===== config.mk =====
export PLATFORM = sky130hd
export DESIGN_NAME = bcd_updown_counter
export DESIGN_NICKNAME = d
export VERILOG_FILES = /design/src/rtl/bcd_pkg.sv /design/src/rtl/bcd_seg_decode.sv /design/src/rtl/bcd_updown_counter.sv
export SDC_FILE = /design/constraint.sdc
export NUM_CORES = 1
export LEC_CHECK = 0
export BUFFER_PORTS_ARGS = -buffer_cell sky130_fd_sc_hd__buf_2
export CORE_AREA = 2 2 70 78
export CTS_BUF_LIST = sky130_fd_sc_hd__clkbuf_8 sky130_fd_sc_hd__clkbuf_16
export CTS_CLUSTER_DIAMETER = 150
export DETAILED_ROUTE_END_ITERATION = 10
export DIE_AREA = 0 0 72 80
export PLACE_DENSITY = 0.75
export SLEW_MARGIN = 40
export SYNTH_ARGS = -nofsm -noshare
export SYNTH_HDL_FRONTEND = slang
export SYNTH_HIERARCHICAL = 1
export SYNTH_SLANG_ARGS = --single-unit

===== constraint.sdc =====
create_clock -name ck -period 2.67 [get_ports ck]
set_input_delay 0.4005 -clock ck [delete_from_list [all_inputs] [get_ports ck]]
set_output_delay 0.4005 -clock ck [all_outputs]
set_load 0.005 [all_outputs]

===== src/rtl/bcd_pkg.sv =====
// ----------------------------------------------------------------------------
// bcd_pkg
//   Shared constants and helpers for the BCD up/down counter.
//   - SEG_0..SEG_9, SEG_BLANK : active-low seven-segment codes {dp,g..a}.
//                               dp is always 1 (off).
//   - bcd_to_seg()            : one BCD digit to its segment code; any
//                               non-decimal nibble shows as blank.
//   - int_to_bcd()            : integer to packed BCD (up to 8 digits), used
//                               at elaboration to build constants such as the
//                               top count value MODULO-1.
// ----------------------------------------------------------------------------
package bcd_pkg;

  localparam logic [7:0] SEG_0     = 8'hC0;
  localparam logic [7:0] SEG_1     = 8'hF9;
  localparam logic [7:0] SEG_2     = 8'hA4;
  localparam logic [7:0] SEG_3     = 8'hB0;
  localparam logic [7:0] SEG_4     = 8'h99;
  localparam logic [7:0] SEG_5     = 8'h92;
  localparam logic [7:0] SEG_6     = 8'h82;
  localparam logic [7:0] SEG_7     = 8'hF8;
  localparam logic [7:0] SEG_8     = 8'h80;
  localparam logic [7:0] SEG_9     = 8'h90;
  localparam logic [7:0] SEG_BLANK = 8'hFF;

  localparam int MAX_DIGITS = 8;

  function automatic logic [7:0] bcd_to_seg(input logic [3:0] digit);
    logic [7:0] seg;
    case (digit)
      4'd0:    seg = SEG_0;
      4'd1:    seg = SEG_1;
      4'd2:    seg = SEG_2;
      4'd3:    seg = SEG_3;
      4'd4:    seg = SEG_4;
      4'd5:    seg = SEG_5;
      4'd6:    seg = SEG_6;
      4'd7:    seg = SEG_7;
      4'd8:    seg = SEG_8;
      4'd9:    seg = SEG_9;
      default: seg = SEG_BLANK;
    endcase
    return seg;
  endfunction

  // Digits at or above 'digits' are left zero so the caller can slice the
  // low 4*digits bits without worrying about overflow into unused nibbles.
  function automatic logic [4*MAX_DIGITS-1:0] int_to_bcd(input int value,
                                                         input int digits);
    logic [4*MAX_DIGITS-1:0] bcd;
    int                      rem;
    bcd = '0;
    rem = value;
    for (int i = 0; i < MAX_DIGITS; i++) begin
      if (i < digits) bcd[4*i +: 4] = 4'(rem % 10);
      rem = rem / 10;
    end
    return bcd;
  endfunction

endpackage


===== src/rtl/bcd_seg_decode.sv =====
// ----------------------------------------------------------------------------
// bcd_seg_decode
//   Combinational seven-segment decoder for a single BCD digit.
//   Ports:
//     digit_i [3:0] : BCD digit to show
//     blank_i       : 1 forces all segments off
//     seg_o   [7:0] : active-low segments {dp,g..a}
// ----------------------------------------------------------------------------
module bcd_seg_decode
  import bcd_pkg::*;
(
  input  logic [3:0] digit_i,
  input  logic       blank_i,
  output logic [7:0] seg_o
);

  assign seg_o = blank_i ? SEG_BLANK : bcd_to_seg(digit_i);

endmodule


===== src/rtl/bcd_updown_counter.sv =====
// ----------------------------------------------------------------------------
// bcd_updown_counter
//   N-digit BCD up/down counter with a tick prescaler and per-digit
//   seven-segment outputs. Single clock domain; the prescaler produces an
//   enable tick, never a derived clock.
//
//   Parameters:
//     DIGITS   : number of BCD digits (1..8)
//     MODULO   : count range 0..MODULO-1 (2..10**DIGITS)
//     TICK_DIV : clock cycles per count step (1 = step every enabled cycle)
//
//   Ports:
//     ck      : clock
//     rs_n    : asynchronous active-low reset
//     en      : count enable; prescaler and count hold when low
//     up      : 1 = increment, 0 = decrement
//     clr     : synchronous clear of count and prescaler (highest priority)
//     ld      : synchronous load of ld_val (invalid values load 0)
//     ld_val  : BCD load value, digit 0 in [3:0]
//     q       : registered BCD count, digit 0 in [3:0]
//     tick_o  : 1-cycle pulse when the prescaler expires
//     wrap_o  : 1-cycle pulse, coincident with the first wrapped value of q
//     hex     : active-low segments {dp,g..a} per digit, digit 0 in [7:0]
//
//   Build option:
//     LEADING_ZERO_BLANK_EN : when defined, digits above the most significant
//                             nonzero digit are blanked (digit 0 never is).
//                             q, tick_o and wrap_o are unaffected.
// ----------------------------------------------------------------------------
module bcd_updown_counter
  import bcd_pkg::*;
#(
  parameter int DIGITS   = 2,
  parameter int MODULO   = 30,
  parameter int TICK_DIV = 15000000
) (
  input  logic                ck,
  input  logic                rs_n,
  input  logic                en,
  input  logic                up,
  input  logic                clr,
  input  logic                ld,
  input  logic [4*DIGITS-1:0] ld_val,
  output logic [4*DIGITS-1:0] q,
  output logic                tick_o,
  output logic                wrap_o,
  output logic [8*DIGITS-1:0] hex
);

  localparam int W  = 4 * DIGITS;
  // A 1-bit prescaler is kept for TICK_DIV=1; it simply never leaves 0.
  localparam int PW = (TICK_DIV > 1) ? $clog2(TICK_DIV) : 1;

  localparam logic [PW-1:0]           PRESC_MAX   = PW'(TICK_DIV - 1);
  localparam logic [4*MAX_DIGITS-1:0] TOP_BCD_ALL = int_to_bcd(MODULO - 1, DIGITS);
  localparam logic [W-1:0]            TOP_BCD     = TOP_BCD_ALL[W-1:0];

  logic [PW-1:0]     presc_q, presc_d;
  logic [W-1:0]      count_q, count_d;
  logic              wrap_q, wrap_d;

  logic              tick;
  logic              ld_ok;
  logic [W-1:0]      inc_val, dec_val;
  logic              inc_carry, dec_borrow;
  logic [DIGITS-1:0] blank;

  // Expiry is combinational so the step lands on the edge right after the
  // tick; gating with en means a held prescaler at PRESC_MAX keeps its
  // pending expiry until counting resumes.
  assign tick = en && (presc_q == PRESC_MAX);

  // Ripple BCD increment/decrement. Used only when q is not at the wrap
  // boundary, so the carry/borrow out of the top digit is never needed.
  // NOTE: combinational blocks assign every output a default first so no
  // path leaves a variable unassigned and infers a latch.
  always_comb begin
    inc_val   = count_q;
    dec_val   = count_q;
    inc_carry = 1'b1;
    dec_borrow = 1'b1;
    for (int i = 0; i < DIGITS; i++) begin
      if (inc_carry) begin
        if (count_q[4*i +: 4] == 4'd9) begin
          inc_val[4*i +: 4] = 4'd0;
        end else begin
          inc_val[4*i +: 4] = count_q[4*i +: 4] + 4'd1;
          inc_carry         = 1'b0;
        end
      end
      if (dec_borrow) begin
        if (count_q[4*i +: 4] == 4'd0) begin
          dec_val[4*i +: 4] = 4'd9;
        end else begin
          dec_val[4*i +: 4] = count_q[4*i +: 4] - 4'd1;
          dec_borrow        = 1'b0;
        end
      end
    end
  end

  // With every digit decimal, BCD order equals numeric order, so a plain
  // magnitude compare against MODULO-1 in BCD is a valid range check.
  always_comb begin
    ld_ok = (ld_val <= TOP_BCD);
    for (int i = 0; i < DIGITS; i++) begin
      if (ld_val[4*i +: 4] > 4'd9) ld_ok = 1'b0;
    end
  end

  always_comb begin
    count_d = count_q;
    presc_d = presc_q;
    wrap_d  = 1'b0;

    if (en) presc_d = tick ? '0 : presc_q + 1'b1;

    if (clr) begin
      count_d = '0;
      presc_d = '0;
    end else if (ld) begin
      count_d = ld_ok ? ld_val : '0;
    end else if (tick) begin
      if (up) begin
        if (count_q == TOP_BCD) begin
          count_d = '0;
          wrap_d  = 1'b1;
        end else begin
          count_d = inc_val;
        end
      end else begin
        if (count_q == '0) begin
          count_d = TOP_BCD;
          wrap_d  = 1'b1;
        end else begin
          count_d = dec_val;
        end
      end
    end
  end

  // NOTE: sequential state uses non-blocking assignments so every register
  // samples the pre-edge values of the others, independent of block order.
  always_ff @(posedge ck or negedge rs_n) begin
    if (!rs_n) begin
      presc_q <= '0;
      count_q <= '0;
      wrap_q  <= 1'b0;
    end else begin
      presc_q <= presc_d;
      count_q <= count_d;
      wrap_q  <= wrap_d;
    end
  end

  assign q      = count_q;
  assign tick_o = tick;
  assign wrap_o = wrap_q;

`ifdef LEADING_ZERO_BLANK_EN
  // Walk from the top digit down; a digit is blanked while every digit at or
  // above it is zero. Digit 0 is excluded so zero still shows as "0".
  logic zero_above;
  always_comb begin
    blank      = '0;
    zero_above = 1'b1;
    for (int i = DIGITS - 1; i >= 1; i--) begin
      zero_above = zero_above && (count_q[4*i +: 4] == 4'd0);
      blank[i]   = zero_above;
    end
  end
`else
  assign blank = '0;
`endif

  for (genvar g = 0; g < DIGITS; g++) begin : g_digit
    bcd_seg_decode u_seg (
      .digit_i (count_q[4*g +: 4]),
      .blank_i (blank[g]),
      .seg_o   (hex[8*g +: 8])
    );
  end

endmodule

Word level (Yosys, flattened, before mapping). Memory sizes are Yosys's and may differ from the RTL's. Cells that the tools add are included. Widths: inputs -> output; s select.

Add/sub/neg operators: 5. $lt $le $gt $ge: 3. Equality and inequality tests: 5. Muxes and demuxes: 26. Reductions and logical operators: 8.

Operators by type and width (count): $mux 24 (3); $mux 8 (7); $add 24x1->24 const B (1); $eq 24x24->1 const B (1); $mux 4 (6); $mux 1 (10); $add 4x1->4 const B (2); $eq 4x4->1 const B (2); $eq 8x6->1 const B (1); $gt 4x4->1 const B (2); $le 8x6->1 const B (1); $logic_not 4->1 (2); $logic_not 8->1 (1); $sub 4x1->4 const B (2); $ne 5x1->1 const B (1); $reduce_bool 5->1 (1); $reduce_and 3->1 (1); $reduce_bool 3->1 (1); $reduce_bool 2->1 (1); $logic_and 1x1->1 (1).

Register bits: 33. Memory bits (read-only): 224. Input port bits: 14. Word-level logic and storage cells: 53. Memories kept: 2.

Memories: (no name shown) (words 16, bits a word 7, rd ports 1, clocked after Yosys merged registers in 0, write ports 0, line bcd_pkg.sv:30) `case (digit)`; (no name shown) (words 16, bits a word 7, rd ports 1, clocked after Yosys merged registers in 0, write ports 0, line bcd_pkg.sv:30).

Logic depth before layout (Yosys ltp).
Depth in word-level cells: 8. Gate-level depth with buffers: 8. Depth with buffers taken out: 7.

Hierarchy. Netlist, hierarchy kept.

Modules (own cells, without submodules): bcd_updown_counter (instances 1, cells each 250, area each 2147.1 µm², sequential area each 825.8 µm²); bcd_seg_decode (instances 2, cells each 35, area each 247.7 µm², sequential area each 0.0 µm²).

Worst setup path before layout. No wires, ideal clock.

Kind: register to register. Start point: reg presc_q[6]. End point: reg count_q[6], in the netlist q[6]. Library setup time: 0.078 ns. Data arrival time: 2.323 ns. Path slack: 0.270 ns. Cell stages (with the launch flop): 7. Clock period less this slack: 2.400 ns. Path through: dfrtp_1 > or4b_1 > or4_4 > or2_1 > buf_6 > or4_1 > a21oi_1.

Longest elaborated chain between the ends: 4.

RTL lines: start, declared (line bcd_updown_counter.sv:58) `logic [PW-1:0] presc_q, presc_d;`; start signal, assigned (line bcd_updown_counter.sv:150) `presc_q <= presc_d;`; $eq 24x24->1 (line bcd_updown_counter.sv:71) `assign tick = en && (presc_q == PRESC_MAX);`; $logic_and 1x1->1 (line bcd_updown_counter.sv:71); $reduce_bool 3->1 (no source line); $reduce_and 3->1 (no source line); end signal, assigned (line bcd_updown_counter.sv:151) `count_q <= count_d;`; end, declared (line bcd_updown_counter.sv:59) `logic [W-1:0] count_q, count_d;`.

No other way between the ends. A chain may end at the register's enable or synchronous reset.

Final worst setup path.
Start point: reg presc_q[6]. End point: out tick_o.

Longest elaborated chain between the ends: 2.

RTL lines: $eq 24x24->1 (line bcd_updown_counter.sv:71); $logic_and 1x1->1 (line bcd_updown_counter.sv:71); end, declared (line bcd_updown_counter.sv:45) `output logic tick_o,`.

No other way between the ends.

==> impl_metrics.ini <==
[outcome]
status = finished, final reports clean

[timing]
slew_headroom_pct = 51.0
drv_slew = 0
finalCritPeriodShare_pct = 97.3
holdWs_ps = 169
period_minus_slack_ps = 2600
finalSetupViolCount = 0
hold_violations = 0
fmax_mhz = 385
fin_skew_ps = 8.42
worst_pin_slew_ps = 736

[critical_path]
path_class = flip-flop to output port
cp-start-kind = flip-flop
r2r_slack_ps = 120
crit_arrival_ps = 2200
cp_max_fo = 4
reg2reg_depth = 5
end_kind = output port
reg2reg_to = q[6]
rr_startpoint = presc_q[6]
critPathRequiredTime_ps = 2270

[floorplanning]
die_y_um = 80
pin_count = 40
die_w_um = 72
dieArea_sq_um = 5760
num_rows = 27
core_area_sq_um = 4970
start_util_pct = 53.2

[global_routing]
grt_pass1_vias = 2144
grt_use_total_pct = 21.9
grt_overflow = 0
antenna_found_initial = 0
grt_max_degree = 34
grt_pass1_wl_um = 9960

[place]
dp_hpwl_um = 4320
placed_cells = 416
portBuffers = 37
gp_congestion = 0.832

[job]
cap_violations = 0

[route]
drc_errors = 0
drt_iter0_markers = 148
drt-total-wl_um = 5800
ant_nets = 0
vias = 2409
firstDrtPassIters = 4
viasPerCell = 5.65
wl_per_cell_um = 13.6

[finish]
final_util_pct = 61.0
mostFrequentLayoutCells = 37 x buf_2, 36 x nor2_1, 33 x dfrtp_1
drive_gt1_share_pct = 18.5
area_growth_pct = 14.6
layout_commonest_cell = buf_2
fillers = 458
diodes = 0
instances_no_fill = 426
nNetsFinal = 395

[synth]
synth-main-ff-cell = dfrtp_1
synth-seq-cells = 33
synthArstFlopShare_pct = 100
synth_edf_count = 0
synth_warnings = 6
synthCells = 320
seq_area_frac_synth_pct = 31.3
syn_avg_cell_area_sq_um = 8.26
yosysUniqueCellTypes = 56
synth_area_sq_um = 2640

[clock_tree]
insertion_delay_ps = 290
path_clk_slew_ps = 70
cts.sinks = 33
cts_made_buffers = 5
cts_hold_buf = 0
cts-root-buf = clkbuf_8
cts_tree = yes
cts.htree.levels = 2
clockBufferDepth = 2

[power]
ir_drop_mv = 0.434
powerDensity_nw_per_um2 = 349
p_leak_nw = 1.33

[worst_hold_path]
min_path_type = primary input to asynchronous set/reset pin
## kinds of logic (layout without fill, tap and decap cells)
family                   Yosys count  count (layout)  share of synthesized area [%]
XOR/XNOR                          21              21                           6.96
multiplexers                       5               5                           2.37
buffers and inverters             33              68                           5.82
AO/OA/AOI/OAI                     67              67                           15.9
flip-flops                        33              33                           31.2
adder cells (fa/ha/maj)           14              14                           6.63
other                              3              16                          0.426
AND/OR/NAND/NOR                  144             144                           30.7
## metal layers
metal	routed length [um]	vias to the layer above	GRT usage (%)	share of wire, %
li1	-	1219	-	-
met1	2600	1122	29.8	45
met2	2820	63	35.9	49
met3	325	5	4.04	5.6
met4	60	0	5.09	1.0
met5	0	-	0	0
## worst max path at each step
| stage | slack [ps] | cells after the start | endpoint | from |
|---|---|---|---|---|
| 2_1_floorplan | 270 | 6 | q[6] | presc_q[6] |
| 3_3_place_gp | 200 | 5 | q[6] | presc_q[6] |
| 3_5_place_dp | 150 | 5 | q[6] | presc_q[6] |
| 4_1_cts | 80 | 5 | tick_o | presc_q[6] |
| 5_1_grt | -3 | 5 | tick_o | presc_q[6] |
| 6_report | 70 | 5 | tick_o | presc_q[6] |
## cells in the mapped netlist, drive strengths merged (3+ instances only)
cell | count | area (sq um)
nor2 | 36 | 135
dfrtp | 33 | 826
a21oi | 21 | 105
nand3 | 18 | 90.1
nand2 | 15 | 56.3
ha | 14 | 175
inv | 14 | 52.6
nor3 | 14 | 80.1
o21ai | 14 | 70.1
clkbuf | 13 | 48.8
xor2 | 12 | 105
nand2b | 9 | 71.3
xnor2 | 9 | 78.8
nand4 | 8 | 50.1
and3 | 7 | 45.1
buf | 6 | 52.5
nor2b | 6 | 37.5
o31ai | 6 | 45.0
o211ai | 5 | 37.5
or4 | 5 | 41.3
a31oi | 4 | 25.0
mux2i | 4 | 40.0
nor4 | 4 | 25.0
conb | 3 | 11.3
nor3b | 3 | 32.5
o21bai | 3 | 22.5
o22ai | 3 | 18.8
or2 | 3 | 18.8
## critical path, stage by stage, from the launching register on
cell and delay [ps]:
dfrtp_1 410, or4b_1 520, or4_4 510, or2_2 300, inv_2 70, buf_2 110
## registers in the layout, summed over array words and instances, names as in the netlist
register	flops
wrap_o	1
presc_q	24
q	8
## final cells by class
type	count	area (sq um)	area share, %
sequential	33	826	27.3
timing repair buffer	46	265	8.76
multi-input combinational	267	1710	56.5
clock inverter	1	5.00	0.165
inverter	14	52.6	1.73
tap	58	72.6	2.40
clock buffer	7	96.3	3.18
## where the power goes
group / internal (W) / switching (W) / total, W
combinational: 0.0000514 / 0.0000790 / 0.000130
clock: 0.000233 / 0.000184 / 0.000417
sequential: 0.000504 / 0.00000560 / 0.000510
## through the flow
stage	instance area [sq um]	worst slack (ps)	total power, W	TNS, ps
6_report	3030	72.8	0.00106	0
5_1_grt	3030	-3.41	0.00111	-3.41
4_1_cts	3010	80.3	0.00106	0
3_5_place_dp	2910	151	0.000649	0
3_3_place_gp	2910	202	0.000648	0
2_1_floorplan	2690	270	0.000594	0
## timing repair
item,in CTS,in global routing
gates resized for setup,0,1
buffers inserted,0,2
setup endpoints to repair,0,1
(Power assumes the default switching activity.)
